### src/rtl/traffic_pkg.sv
// traffic_pkg: shared types, widths and approach constants for the intersection phase sequencer
package traffic_pkg;
  typedef enum logic {GREEN, CLEAR} state_t;
  localparam int POS_W = 2;
  localparam int SEC_W = 4;
  localparam logic [POS_W-1:0] POS_N = 2'd0;
  localparam logic [POS_W-1:0] POS_E = 2'd1;
  localparam logic [POS_W-1:0] POS_S = 2'd2;
  localparam logic [POS_W-1:0] POS_W_DIR = 2'd3;
  function automatic logic [POS_W-1:0] next_pos(input logic [POS_W-1:0] p);
    return p == POS_N ? POS_E : p == POS_E ? POS_S : p == POS_S ? POS_W_DIR : POS_N;
  endfunction
endpackage

### src/rtl/traffic_signal_ctrl_tick_gen.sv
// tick_gen: free-running quarter-second prescaler, 4 Hz flash clock and Run-gated second tick
module tick_gen #(
  parameter int CYC_PER_QTR = 12_500_000
) (
  input  logic clk,
  input  logic rst_n,
  input  logic run,
  output logic clk_4hz,
  output logic qtr_tick,
  output logic sec_tick
);
  localparam int CW = $clog2(CYC_PER_QTR);
  logic [CW-1:0] cnt_q, cnt_d;
  logic [1:0] qcnt_q, qcnt_d;
  logic clk_4hz_q, clk_4hz_d;
  assign qtr_tick = cnt_q == CW'(CYC_PER_QTR - 1);
  assign sec_tick = qtr_tick & (qcnt_q == 2'd3) & run;
  assign clk_4hz = clk_4hz_q;
  always_comb begin
    cnt_d = qtr_tick ? '0 : cnt_q + 1'b1;
    clk_4hz_d = qtr_tick ? 1'b0 : (cnt_q == CW'(CYC_PER_QTR / 2 - 1)) ? 1'b1 : clk_4hz_q;
    qcnt_d = (qtr_tick & run) ? qcnt_q + 2'd1 : qcnt_q;
  end
  always_ff @(posedge clk or negedge rst_n)
    if (!rst_n) begin
      cnt_q <= '0;
      qcnt_q <= '0;
      clk_4hz_q <= 1'b0;
    end else begin
      cnt_q <= cnt_d;
      qcnt_q <= qcnt_d;
      clk_4hz_q <= clk_4hz_d;
    end
endmodule

### src/rtl/traffic_signal_ctrl.sv
// traffic_signal_ctrl: GREEN/CLEAR phase sequencer rotating the green approach with seconds countdown.
// PHASE_SKIP_EN adds the Skip_req button that cuts the current green short.
module traffic_signal_ctrl
  import traffic_pkg::*;
#(
  parameter int CYC_PER_QTR = 12_500_000,
  parameter int GREEN_SEC = 10,
  parameter int CLEAR_SEC = 2
) (
  input  logic CLK,
  input  logic RST_n,
  input  logic Run,
`ifdef PHASE_SKIP_EN
  input  logic Skip_req,
`endif
  output logic [POS_W-1:0] Signal_Pos,
  output logic light_out_time,
  output logic CLK_4Hz,
  output logic [SEC_W-1:0] sec_left,
  output logic Phase_chg
);
  state_t state_q, state_d;
  logic [POS_W-1:0] pos_q, pos_d;
  logic [SEC_W-1:0] sec_q, sec_d;
  logic light_q, light_d, phase_q, phase_d;
  logic qtr_tick, sec_tick, skip, adv;
  tick_gen #(.CYC_PER_QTR(CYC_PER_QTR)) u_tick (
    .clk(CLK),
    .rst_n(RST_n),
    .run(Run),
    .clk_4hz(CLK_4Hz),
    .qtr_tick(qtr_tick),
    .sec_tick(sec_tick)
  );
`ifdef PHASE_SKIP_EN
  logic [2:0] sync_q;
  always_ff @(posedge CLK or negedge RST_n)
    if (!RST_n) sync_q <= '0;
    else sync_q <= {sync_q[1:0], Skip_req};
  assign skip = sync_q[1] & ~sync_q[2];
`else
  assign skip = 1'b0;
`endif
  assign adv = sec_tick & (sec_q == SEC_W'(1));
  always_comb begin
    state_d = adv ? (state_q == GREEN ? CLEAR : GREEN) : state_q;
    pos_d = (adv && state_q == CLEAR) ? next_pos(pos_q) : pos_q;
    light_d = state_d == CLEAR;
    phase_d = adv && state_q == CLEAR;
    // a skip outranks a plain decrement but never the end-of-interval transition
    sec_d = adv ? (state_q == GREEN ? SEC_W'(CLEAR_SEC) : SEC_W'(GREEN_SEC))
          : (skip && state_q == GREEN && sec_q > SEC_W'(1)) ? SEC_W'(1)
          : sec_tick ? sec_q - 1'b1 : sec_q;
  end
  always_ff @(posedge CLK or negedge RST_n)
    if (!RST_n) begin
      state_q <= GREEN;
      pos_q <= POS_N;
      sec_q <= SEC_W'(GREEN_SEC);
      light_q <= 1'b0;
      phase_q <= 1'b0;
    end else begin
      state_q <= state_d;
      pos_q <= pos_d;
      sec_q <= sec_d;
      light_q <= light_d;
      phase_q <= phase_d;
    end
  assign Signal_Pos = pos_q;
  assign light_out_time = light_q;
  assign sec_left = sec_q;
  assign Phase_chg = phase_q;
endmodule

### config.mk
export PLATFORM = sky130hd
export DESIGN_NAME = traffic_signal_ctrl
export DESIGN_NICKNAME = d
export VERILOG_FILES = /design/src/rtl/traffic_pkg.sv /design/src/rtl/traffic_signal_ctrl_tick_gen.sv /design/src/rtl/traffic_signal_ctrl.sv
export SDC_FILE = /design/constraint.sdc
export NUM_CORES = 1
export LEC_CHECK = 0
export CAP_MARGIN = 5
export CORE_AREA = 2 2 73 75
export DETAILED_ROUTE_END_ITERATION = 10
export DIE_AREA = 0 0 75 77
export PLACE_DENSITY_LB_ADDON = 0.12
export SETUP_SLACK_MARGIN = 0.2
export SLEW_MARGIN = 20
export SYNTH_ARGS = -nofsm -noshare
export SYNTH_HDL_FRONTEND = slang
export SYNTH_SLANG_ARGS = --single-unit
### constraint.sdc
create_clock -name CLK -period 3.7 [get_ports CLK]
set_clock_uncertainty 0.1 [all_clocks]
set_input_delay 1.11 -clock CLK [delete_from_list [all_inputs] [get_ports CLK]]
set_output_delay 1.11 -clock CLK [all_outputs]
set_load 0.02 [all_outputs]
======== Word level (Yosys, flattened, before mapping) ========
Cells that the tools add are included.
storage, ports and cells
  bits in registers ....................... 35
  input port bits ......................... 3
cells by class
  add/sub/neg operators ................... 3
  eq/ne operators ......................... 6
  muxes and demuxes ....................... 10
  bitwise operators ....................... 4
  reduce and logical (&&, ||, !) cells .... 4
operators with widths
  cell                   count
  $add 24x1->24 const B  1
  $eq 24x23->1 const B   1
  $eq 24x24->1 const B   1
  $mux 24                1
  $mux 4                 3
  $mux 2                 3
  $and 1x1->1            4
  $eq 2x2->1 const B     2
  $eq 4x1->1 const B     1
  $reduce_bool 2->1      2
  $sub 4x1->4 const B    1
  $mux 1                 3
  $add 2x1->2 const B    1
  $eq 2x1->1 const B     1
  $logic_not 2->1        1
  $logic_and 1x1->1      1

======== Logic depth before layout (Yosys ltp) ========
  word-level depth ........................ 5
  mapped depth ............................ 6
  gate-level depth less buffers ........... 6

======== Hierarchy ========
From an unflattened synthesis, not the netlist that was laid out.
unflattened totals
  cells, all modules ...................... 168
  area, all modules ....................... 1,834.3 um^2
modules (own cells, without submodules)
  module               instances  cells each  area each (um^2)
  tick_gen             1          128         1,400.1
  traffic_signal_ctrl  1          40          434.2

======== Worst setup path after synthesis ========
OpenSTA, ideal clock, no wires.
  kind .................................... input to register
  start ................................... input port Run
  end ..................................... register pos_q[1] (netlist: Signal_Pos[1])
  setup time .............................. 0.128 ns
  arrival ................................. 1.970 ns
  required time ........................... 3.472 ns
  slack ................................... 1.503 ns
  cell stages on the path ................. 3
  path buffers ............................ 0
  path through ............................ nand4_1 -> nor4_4 -> mux2_1
on the way
  longest elaborated chain between the ends .. 3
RTL lines
  what                  RTL line                            source
  from (decl)           traffic_signal_ctrl.sv:12           input logic Run,
  $and 1x1->1           traffic_signal_ctrl_tick_gen.sv:17  assign sec_tick = qtr_tick & (qcnt_q == 2'd3) & run;
  $and 1x1->1           traffic_signal_ctrl.sv:44           assign adv = sec_tick & (sec_q == SEC_W'(1));
  $logic_and 1x1->1     traffic_signal_ctrl.sv:47           pos_d = (adv && state_q == CLEAR) ? next_pos(pos_q) : pos_q;
  to (signal assigned)  traffic_signal_ctrl.sv:64           pos_q <= pos_d;
  to (decl)             traffic_signal_ctrl.sv:23           logic [POS_W-1:0] pos_q, pos_d;
No other way between the ends.
A chain may end at the register's enable or synchronous reset.

======== Final worst setup path ========
  start ................................... register sec_q[1] (netlist: sec_left[1])
  end ..................................... output port sec_left[1]
RTL lines
  what                    RTL line                   source
  from (decl)             traffic_signal_ctrl.sv:24  logic [SEC_W-1:0] sec_q, sec_d;
  from (signal assigned)  traffic_signal_ctrl.sv:59  sec_q <= SEC_W'(GREEN_SEC);
  to (decl)               traffic_signal_ctrl.sv:19  output logic [SEC_W-1:0] sec_left,
No word-level cell between the ends.

==> results by group <==
Setup path
  – Startpoint types: flop
  – Worst EP required: roughly 2.5 ns
  – WS Path Type: flop to output port
  – CP delay by family, top: buffers and inverters
  – Critical Path Max Stage Delay: ~0.61 ns
  – Critical path fanouts, max: 5
  – Crit path DAT: 1.45 ns
  – Worst path slowest cell: clkdlybuf4s50_1
  – Critical Path Sink Type: output port
  – CP cell instances: clkdlybuf4s50_1
  – Worst Path Buf+Inv: 1

Power and ir drop
  – PwrDens: 302 nW/um^2
  – Peak supply drop: between 0.2 and 0.25 mV
  – Leak: approximately 0.94 nW

Final layout
  – Most frequent cells in the layout: dfrtp_1, nand2_1, nor2_1, clkdlybuf4s50_1, nand3_1
  – Share of cells above drive strength 1: 11.5%
  – Final #Nets: ~210
  – Final non-filler cell total: 270
  – P&R area growth vs syn: 13.2%
  – Final Cell Area: ~2200 sq um
  – Commonest non-fill, non-tap cell in the layout: dfrtp_1
  – Antenna Cells: 0
  – Fillers: a little under 500

Global routing
  – Grt total ovfl: 0
  – Total track usage: roughly 16%
  – First-pass GRT wire length: 6940 microns
  – Largest net degree at the start of global routing: 36
  – Initial antenna violation count: 0
  – Vias in the first global route: ~1400

Clocking
  – Clock slew at reported path FFs: 0.07 ns
  – Clock Latency Late Sink: approximately 0.27 ns
  – TritonCTS clock tree: built
  – CTS H-tree lvls: 2
  – Hold-fix buffers, CTS: 0
  – Total CTS buffers: 5
  – Root Driver: clkbuf_8
  – CTS Buffer Depth: 2
  – Post-cts sizing count: 0
  – Setup Fix Bufs, Post-CTS: 0
  – Clock sink count: 35

Route
  – DRC Markers: 0
  – Drt wl/cell: 14.8 microns
  – Final wirelength: about 4000 microns
  – Antenna-violating nets left: 0
  – Vias/cell: ~5.3
  – Detailed-router iteration count before antenna repair: 4
  – DR iter-0 viols: 123
  – Via count: 1434

Synth
  – Post-Synth XOR/XNOR Area: a little over 7%
  – Syn nets: between 150 and 200
  – Yosys warns: 0
  – Asr flop ratio synth: 100%
  – Area contributors post-synth: dfrtp_1, xor2_1, ha_1
  – Multiplexer share of the synthesized area: under 10%
  – Sequential fraction of the synthesis area: between 40% and 50%
  – Syn Area/Cell: ~10 sq um
  – Synth cell types: 39
  – Post-synth EDFFs: 0
  – Complex-gate fraction of the synthesized area: under 10%
  – Synth Area in Simple Gates: ~29%
  – Register bit total from synthesis: 35
  – Synth area leader: dfrtp_1
  – Main combinational cell family by area after synthesis: simple AND/OR/NAND/NOR gates
  – Post-synthesis cell area: ~1900 sq um
  – Adder-Cell Fraction of Synth Area: 3.85%
  – Most used flip-flop cell after synthesis: dfrtp_1
  – Yosys top cell area share: between 40% and 50%
  – Cells after Synth: 187

Die
  – Initial Util: between 30% and 40%
  – Die area: approximately 5800 sq um
  – Core Area: around 5000 sq um
  – Row count: 26
  – Io pins: 12
  – Die W: around 75 microns
  – Die H: just under 80 microns

Placed design
  – Placer congestion estimate: 0.797
  – Port Buffers: 11
  – Detailed Place HPWL: roughly 2900 microns
  – Inst Count DP: approximately 260
  – Dpl cell area: 2120 sq um

Timing
  – Slew HR: about two fifths
  – RSZ-0062 raised after global routing: no
  – Count of final hold-check violations: 0
  – Max-slew violations: 0
  – Max Clk Rate: about 380 MHz
  – Final worst path period share: a little under three quarters
  – Worst-Margin Slew: roughly 0.90 ns
  – Post-route minimum period: ~2.7 ns
  – Final setup viols: 0
  – Setup TNS Final: 0 ns

Run
  – Max-cap violations: 0

Worst hold path
  – Hold Crit Class: flop to flop

Outcome
  – Status: finished, final reports clean
==> through the flow <==
step	worst slack, ns	util [%]	hold WS, ns	power, mW
after floorplan	1.50	-	0.348	0.392
after detailed placement	0.863	42.6	0.363	0.403
after global placement	0.900	42.6	0.363	0.402
final	1.04	44.3	0.370	0.665
after global routing	0.988	44.3	0.406	0.697
after CTS	1.03	44.3	0.377	0.681
==> sequential cells by signal (all words and copies together) (netlist names) <==
signal	count
state_q	1
u_tick.qcnt_q	2
Phase_chg	1
sec_left	4
u_tick.clk_4hz	1
Signal_Pos	2
u_tick.cnt_q	24
==> synthesized netlist by cell type, types with 2 or more instances <==
cell / instances
nand2_2: 2
nand2_1: 15
a21oi_1: 4
dfrtp_1: 33
buf_4: 2
mux2i_1: 6
nor4_1: 5
nor2b_1: 2
o21ai_0: 3
nor2_1: 14
mux2_2: 4
xor2_1: 9
or3_1: 4
nor3_1: 5
inv_1: 9
and3_1: 6
buf_2: 4
nand3_1: 10
xnor2_1: 7
ha_1: 6
dfstp_2: 2
nand4_1: 6
o41ai_1: 2
o31ai_1: 6
nor4b_4: 2
or4_1: 3
and4_1: 4
==> power by group <==
part | internal, mW | switching (mW) | total, mW
Combinational | 0.00296 | 0.00804 | 0.0110
Clock | 0.146 | 0.125 | 0.271
Sequential | 0.383 | 0.000375 | 0.384
Total | 0.532 | 0.133 | 0.665
==> cells by family after synthesis <==
kind of cell    count (synthesis)
compound gates                 15
xor+xnor                       16
fa+ha+maj                       6
buf+inv                        15
flops                          35
mux                            11
simple gates                   89
==> path summary, 6_finish.rpt <==
| kind | startpoint | slack (ns) | cells past startpoint | endpoint |
|---|---|---|---|---|
| max | sec_left[1] | 1.04 | 1 | sec_left[1] |
| max in group asynchronous | RST_n | 2.00 | 2 | sec_left[3] |
| min | u_tick.qcnt_q[0] | 0.37 | 1 | u_tick.qcnt_q[0] |
| min reg2reg | u_tick.qcnt_q[0] | 0.37 | 1 | u_tick.qcnt_q[0] |
| min in group asynchronous | RST_n | 1.15 | 2 | u_tick.cnt_q[11] |
| max reg2reg | u_tick.cnt_q[9] | 1.37 | 4 | u_tick.cnt_q[3] |
==> layer usage <==
metal  global-route usage (%)  vias up  share of wire [%]
li1                         -      702                  -
met1                     21.5      704                 48
met2                     24.7       26                 48
met3                     3.68        2                3.3
met4                     4.29        0               0.45
met5                        0        -                  0
==> final cells by class <==
class	count	area [sq um]	area share, %
clock buffer	6	82.6	3.74
clock inverter	1	5.00	0.227
tap	70	87.6	3.97
inverter	9	33.8	1.53
multi-input combinational	137	1000	45.4
timing repair buffer	12	118	5.33
sequential	35	878	39.8
Power figures use the tool's default switching activity.
